### config.mk
export PLATFORM = sky130hd
export DESIGN_NAME = lead_zero_scan
export DESIGN_NICKNAME = d
export VERILOG_FILES = /design/src/rtl/lead_zero_scan.sv
export SDC_FILE = /design/constraint.sdc
export NUM_CORES = 1
export LEC_CHECK = 0
export BUFFER_PORTS_ARGS = -buffer_cell sky130_fd_sc_hd__buf_2
export CAP_MARGIN = 20
export CORE_MARGIN = 3
export CORE_UTILIZATION = 35
export CTS_BUF_LIST = sky130_fd_sc_hd__clkbuf_4
export DETAILED_ROUTE_END_ITERATION = 7
export PLACE_DENSITY = 0.6
export RECOVER_POWER = 50
export SLEW_MARGIN = 20
export SYNTH_ARGS = -nofsm -noshare
export SYNTH_HDL_FRONTEND = slang
export SYNTH_SLANG_ARGS = --single-unit
export TNS_END_PERCENT = 10
### constraint.sdc
create_clock -name clk_i -period 2.95 [get_ports clk_i]
set_clock_uncertainty 0.15 [all_clocks]
set_input_delay 0.59 -clock clk_i [delete_from_list [all_inputs] [get_ports clk_i]]
set_output_delay 0.59 -clock clk_i [all_outputs]
set_load 0.02 [all_outputs]
### src/rtl/lead_zero_scan.sv
// Performance-option type shared by the arithmetic library blocks.
package lau_pkg;
    typedef enum logic {FAST = 1'b0, SMALL = 1'b1} speed_e;
endpackage

// Per-chunk leading-one detector: count of zeros above the first '1', plus its one-hot position.
// Latency: purely combinational.
// Backpressure: none, no handshake.
module lzs_chunk_det #(
    parameter int               chunk = 8,
    parameter lau_pkg::speed_e  speed = lau_pkg::FAST,
    parameter int               LW    = (chunk > 1) ? $clog2(chunk) : 1
) (
    input  logic [chunk-1:0] dat_i,
    output logic             nz_o,
    output logic [LW-1:0]    lz_o,
    output logic [chunk-1:0] oh_o
);

    assign nz_o = |dat_i;

    if (speed == lau_pkg::FAST) begin : g_fast
        logic seen;

        // One-hot first, then a flat OR-encode so the count does not sit behind a priority chain.
        always_comb begin
            oh_o = '0;
            lz_o = '0;
            seen = 1'b0;
            for (int i = chunk - 1; i >= 0; i--) begin
                oh_o[i] = dat_i[i] & ~seen;
                seen    = seen | dat_i[i];
            end
            for (int i = 0; i < chunk; i++) begin
                if (oh_o[i]) lz_o = lz_o | LW'(chunk - 1 - i);
            end
        end
    end else begin : g_small
        always_comb begin
            lz_o = '0;
            oh_o = '0;
            for (int i = 0; i < chunk; i++) begin
                if (dat_i[i]) lz_o = LW'(chunk - 1 - i);
            end
            for (int i = 0; i < chunk; i++) begin
                oh_o[i] = nz_o && (lz_o == LW'(chunk - 1 - i));
            end
        end
    end

endmodule

// Sequential leading/trailing zero/one counter, one chunk examined per cycle from the search end.
// Latency: 1 to width/chunk cycles from accept to out_valid_o, early exit on the first hit chunk.
// Backpressure: result held in DONE until out_ready_i; in_ready_o only in IDLE, no overlap.
module lead_zero_scan #(
    parameter int              width = 32,
    parameter int              chunk = 8,
    parameter lau_pkg::speed_e speed = lau_pkg::FAST
) (
    input  logic                         clk_i,
    input  logic                         rst_ni,
    input  logic                         clear_i,
    input  logic                         in_valid_i,
    output logic                         in_ready_o,
    input  logic [width-1:0]             A_i,
    input  logic [1:0]                   mode_i,
    output logic                         out_valid_o,
    input  logic                         out_ready_i,
    output logic [$clog2(width+1)-1:0]   cnt_o,
    output logic [width-1:0]             Z_o,
    output logic                         zero_o
);

    localparam int NCH = width / chunk;
    localparam int CW  = $clog2(width + 1);
    localparam int JW  = (NCH > 1) ? $clog2(NCH) : 1;
    localparam int LW  = (chunk > 1) ? $clog2(chunk) : 1;

    if (width < 2 || chunk < 1 || (width % chunk) != 0) begin : g_param_check
        $error("lead_zero_scan: width must be >= 2 and chunk must divide width");
    end

    typedef enum logic [1:0] {IDLE, SCAN, DONE} state_e;

    state_e           state_q, state_d;
    logic [width-1:0] n_q, n_d;
    logic             rev_q, rev_d;
    logic [JW-1:0]    j_q, j_d;
    logic [CW-1:0]    cnt_q, cnt_d;
    logic [width-1:0] z_q, z_d;
    logic             zero_q, zero_d;

    logic [width-1:0] a_inv, a_rev, a_norm;
    logic [chunk-1:0] slice [NCH];
    logic [chunk-1:0] cur_chunk;
    logic             det_nz;
    logic [LW-1:0]    det_lz;
    logic [chunk-1:0] det_oh;
    logic [width-1:0] z_norm, z_rev, z_hit;
    logic [CW-1:0]    cnt_hit;
    logic             last_chunk;

    // Every mode is reduced to "leading zeros of N" so one detector serves all four.
    always_comb begin
        a_inv = mode_i[0] ? ~A_i : A_i;
        a_rev = '0;
        for (int i = 0; i < width; i++) begin
            a_rev[i] = a_inv[width-1-i];
        end
        a_norm = mode_i[1] ? a_rev : a_inv;
    end

    for (genvar k = 0; k < NCH; k++) begin : g_slice
        assign slice[k] = n_q[width-1-k*chunk -: chunk];
        // Placing the chunk one-hot by slot keeps width out of the Z path (no wide shifter).
        assign z_norm[width-1-k*chunk -: chunk] = (j_q == JW'(k)) ? det_oh : '0;
    end

    assign cur_chunk = slice[j_q];

    lzs_chunk_det #(
        .chunk (chunk),
        .speed (speed)
    ) u_det (
        .dat_i (cur_chunk),
        .nz_o  (det_nz),
        .lz_o  (det_lz),
        .oh_o  (det_oh)
    );

    always_comb begin
        z_rev = '0;
        for (int i = 0; i < width; i++) begin
            z_rev[i] = z_norm[width-1-i];
        end
        z_hit = rev_q ? z_rev : z_norm;
    end

    assign cnt_hit    = CW'(j_q) * CW'(chunk) + CW'(det_lz);
    assign last_chunk = (j_q == JW'(NCH - 1));

    always_comb begin
        state_d = state_q;
        n_d     = n_q;
        rev_d   = rev_q;
        j_d     = j_q;
        cnt_d   = cnt_q;
        z_d     = z_q;
        zero_d  = zero_q;
        if (clear_i) begin
            state_d = IDLE;
        end else begin
            case (state_q)
                IDLE: begin
                    if (in_valid_i) begin
                        n_d     = a_norm;
                        rev_d   = mode_i[1];
                        j_d     = '0;
                        state_d = SCAN;
                    end
                end
                SCAN: begin
                    if (det_nz) begin
                        cnt_d   = cnt_hit;
                        z_d     = z_hit;
                        zero_d  = 1'b0;
                        state_d = DONE;
                    end else if (last_chunk) begin
                        cnt_d   = CW'(width);
                        z_d     = '0;
                        zero_d  = 1'b1;
                        state_d = DONE;
                    end else begin
                        j_d = j_q + 1'b1;
                    end
                end
                DONE: begin
                    if (out_ready_i) state_d = IDLE;
                end
                default: state_d = IDLE;
            endcase
        end
    end

    always_ff @(posedge clk_i or negedge rst_ni) begin
        if (!rst_ni) begin
            state_q <= IDLE;
            n_q     <= '0;
            rev_q   <= 1'b0;
            j_q     <= '0;
            cnt_q   <= '0;
            z_q     <= '0;
            zero_q  <= 1'b0;
        end else begin
            state_q <= state_d;
            n_q     <= n_d;
            rev_q   <= rev_d;
            j_q     <= j_d;
            cnt_q   <= cnt_d;
            z_q     <= z_d;
            zero_q  <= zero_d;
        end
    end

    assign in_ready_o  = (state_q == IDLE);
    assign out_valid_o = (state_q == DONE);
    assign cnt_o       = cnt_q;
    assign Z_o         = z_q;
    assign zero_o      = zero_q;

endmodule

==> qor.log <==
INFO  sta            postLayoutSetupSlackWorst=0.337ns
INFO  cts            cts_resized=0
INFO  min_path       holdCritStartpoint=out_ready_i
INFO  placement      finalWeightedCongestion=0.795
INFO  run_status     result_of_the_run=finished, violations left
INFO  synth          leading_area_contributor_after_synthesis=sky130_fd_sc_hd__dfrtp_1
INFO  synth          yosys_warnings=0
INFO  synth          synthesis.area=0.00413mm2
INFO  cts            cts_hold_repair.buffers=0
INFO  cts            clock-root-buffer=sky130_fd_sc_hd__clkbuf_4
INFO  sta            finalSetupViolCount=0
INFO  run_status     violations=max-capacitance violations, max-slew violations
INFO  min_path       endpoint_worst_hold=state_q[1]
INFO  die            die_width=115um
INFO  placement      dpl_cell_area=0.00463mm2
INFO  final_layout   post_layout_net_count=522
INFO  synth          gate_count_after_technology_mapping=414
INFO  detailed_routing detailedRoute.firstIterationViolations=146
INFO  final_layout   most_frequent_standard_cell_in_the_layout_excluding_fill_and_tap_cells=sky130_fd_sc_hd__dfrtp_1
INFO  flow_run       max_cap_viols=1
INFO  final_layout   multi_input_logic_area=0.00203mm2
INFO  critical_path  capture_point_of_the_worst_reg_to_reg_path=Z_o[14]
INFO  pwr            power_density=560mW/mm2
INFO  final_layout   flow.area_growth_from_synthesis=13.7%
INFO  synth          yosys.area.top_type_share=45.4%
INFO  pwr            static-leakage-power=0.00216uW
INFO  sta            slew-limit-headroom=-16.5%
INFO  cts            cts_buffer_depth=2
INFO  min_path       hold_class=in -> reg
INFO  cts            clock_insertion_delay_worst_skew=0.40ns
INFO  synth          synth.area.top_cells=sky130_fd_sc_hd__dfrtp_1, sky130_fd_sc_hd__mux2i_1, sky130_fd_sc_hd__xor2_1
INFO  grt            globalRouteOverflowTotal=0
INFO  sta            grt_setup_unrepaired=no
INFO  grt            largest_net_degree_at_the_start_of_global_routing=38
INFO  pwr            power=2630uW
INFO  detailed_routing drt.antenna.violating_nets=0
INFO  grt            track_usage=14.6%
INFO  detailed_routing drt_pre_antenna_iters=4
INFO  detailed_routing wl=9390um
INFO  sta            min_period=2.61ns
INFO  sta            final_hold_viol_count=0
INFO  die            initial_core_util=36.0%
INFO  grt            grt_first_pass_wirelength=15400um
INFO  synth          postSynthRegisterBits=75
INFO  final_layout   layout.core_utilization=41.0%
INFO  pwr            vdd.ir_drop.worst=0.290mV
INFO  final_layout   insertedDiodeCount=0
INFO  synth          synth_enable_flop_cells=0
INFO  critical_path  worstPathMaxFanout=33
INFO  final_layout   drive_above_1_share=20.0%
INFO  sta            min_period_over_period=88.6%
INFO  grt            grt_antenna_before_repair=0
INFO  min_path       count_of_cells_along_the_worst_hold_path=2
INFO  sta            timing_worst_slew_pin_value=1.75ns
INFO  cts            tritoncts=done
INFO  cts            h-tree-depth=3
INFO  cts            cts_setup_buffers=0
INFO  synth          yosys_most_used_dff=sky130_fd_sc_hd__dfrtp_1
INFO  placement      dp_slack=0.177ns
INFO  sta            slew_viol_final=33
INFO  detailed_routing drc=0
INFO  critical_path  worst_reg2reg_path_startpoint=j_q[0]
INFO  placement      dpl.hpwl=7160um
INFO  die            io_pins=80
INFO  die            core_area=0.0115mm2
INFO  detailed_routing dr_total_vias=3152
INFO  synth          syn_area_per_cell=9.98um2
INFO  critical_path  timing.critical_path.arrival=2.78ns
INFO  synth          synth_cell_types=46
INFO  critical_path  cp_capture_type=flip-flop
INFO  critical_path  worst_setup_path_start_kind=flip-flop
INFO  cts            clk_pin_slew_worst_paths=0.12ns
INFO  critical_path  r2r.worst_path.cells=6
INFO  detailed_routing wl_per_cell=15.0um
INFO  final_layout   layout.cells.most_common_list=sky130_fd_sc_hd__dfrtp_1, sky130_fd_sc_hd__nand2_1, sky130_fd_sc_hd__buf_2, sky130_fd_sc_hd__o21ai_0, sky130_fd_sc_hd__mux2i_1
INFO  critical_path  required_arrival_time_at_the_worst_endpoint=3.12ns
INFO  sta            max_freq=383MHz
INFO  critical_path  reg2reg_slack=0.34ns
INFO  die            area_enclosed_by_the_die_boundary=0.0131mm2
INFO  synth          async_reset_ff_share=100%
INFO  grt            first_global_vias=3069
INFO  die            rows=39
INFO  final_layout   ff_latch_area=0.00188mm2
INFO  critical_path  crit_type=reg -> reg
INFO  die            die_y=115um
INFO  placement      port_buffers=79
INFO  detailed_routing post_drt_via_cell_ratio=5.05
INFO  cts            tritoncts_num_sinks=75
INFO  synth          yosysSeqAreaShare=45.4%
INFO  final_layout   number_of_fill_cells_in_the_layout=1141
INFO  sta            finalSetupTns=0ns
INFO  synth          mapped_nets=457
INFO  cts            cts-buffers-inserted=9
INFO  final_layout   fin_area=0.00470mm2
==> power by group <==
part           internal [uW]  total, uW  switching (uW)
sequential              1210       1340             129
clock                    154        490             336
combinational            309        804             495
total                   1670       2630             960
==> flip-flops by register name, indices dropped and copies added, names as in the netlist <==
register  flops
state_q       2
n_q          32
j_q           2
rev_q         1
Z_o          32
cnt_o         6
==> how the worst max path moves through the flow <==
stage | start | cells after the start | endpoint
floorplan | j_q[0] | 7 | cnt_o[0]
global placement | j_q[0] | 5 | state_q[1]
detailed placement | j_q[0] | 6 | Z_o[14]
CTS | j_q[0] | 6 | Z_o[14]
global route | j_q[0] | 6 | Z_o[6]
finish | j_q[0] | 6 | Z_o[14]
==> cell usage after synthesis (all sizes together), types with 3 or more instances <==
cell type and n:
a22o 6, a22oi 20, a2bb2oi 3, and2 5
buf 18, clkbuf 19, dfrtp 75, ha 4
inv 12, mux2i 34, mux4 8, nand2 75
nand3 4, nor2 7, nor2b 3, o21ai 65
xor2 32
==> layer usage <==
layer	vias to the layer above	global-route usage (%)	share of wire, %
li1	1572	-	-
met1	1499	19.6	45
met2	75	24.1	49
met3	6	2.80	5.1
met4	0	4.20	0.93
met5	-	0	0
==> stage by stage <==
step,std cells,hold slack [ns]
6_report,624,0.197
5_1_grt,624,0.178
3_3_place_gp,609,0.311
4_1_cts,622,0.0759
3_5_place_dp,609,0.319
2_1_floorplan,414,0.144
==> area by class of cell <==
| type | instances | share of cell area (%) |
|---|---|---|
| multi-input cells | 290 | 43.2 |
| flip-flops and latches | 75 | 39.9 |
| repair buffers | 91 | 10.2 |
| well taps | 143 | 3.81 |
| clock buffers | 9 | 1.44 |
| inverters | 12 | 0.959 |
| clock inverters | 4 | 0.453 |
==> logic make-up after synthesis <==
kind of cell	count (synthesis)	synth area share [%]
AO/OA/AOI/OAI	104	15.5
XOR/XNOR	32	6.78
adder cells (fa/ha/maj)	4	1.21
buffers and inverters	49	5.60
flip-flops	75	45.4
multiplexers	43	13.2
AND/OR/NAND/NOR	107	12.3
==> worst max-delay path, stage by stage, from the launching register on <==
cell and delay, ns:
sky130_fd_sc_hd__dfrtp_1 0.58, sky130_fd_sc_hd__mux4_1 0.68, sky130_fd_sc_hd__nor2_1 0.36, sky130_fd_sc_hd__a41o_1 0.25
sky130_fd_sc_hd__buf_4 0.31, sky130_fd_sc_hd__nand2_1 0.09, sky130_fd_sc_hd__o211ai_1 0.10
(Power assumes the default switching activity.)
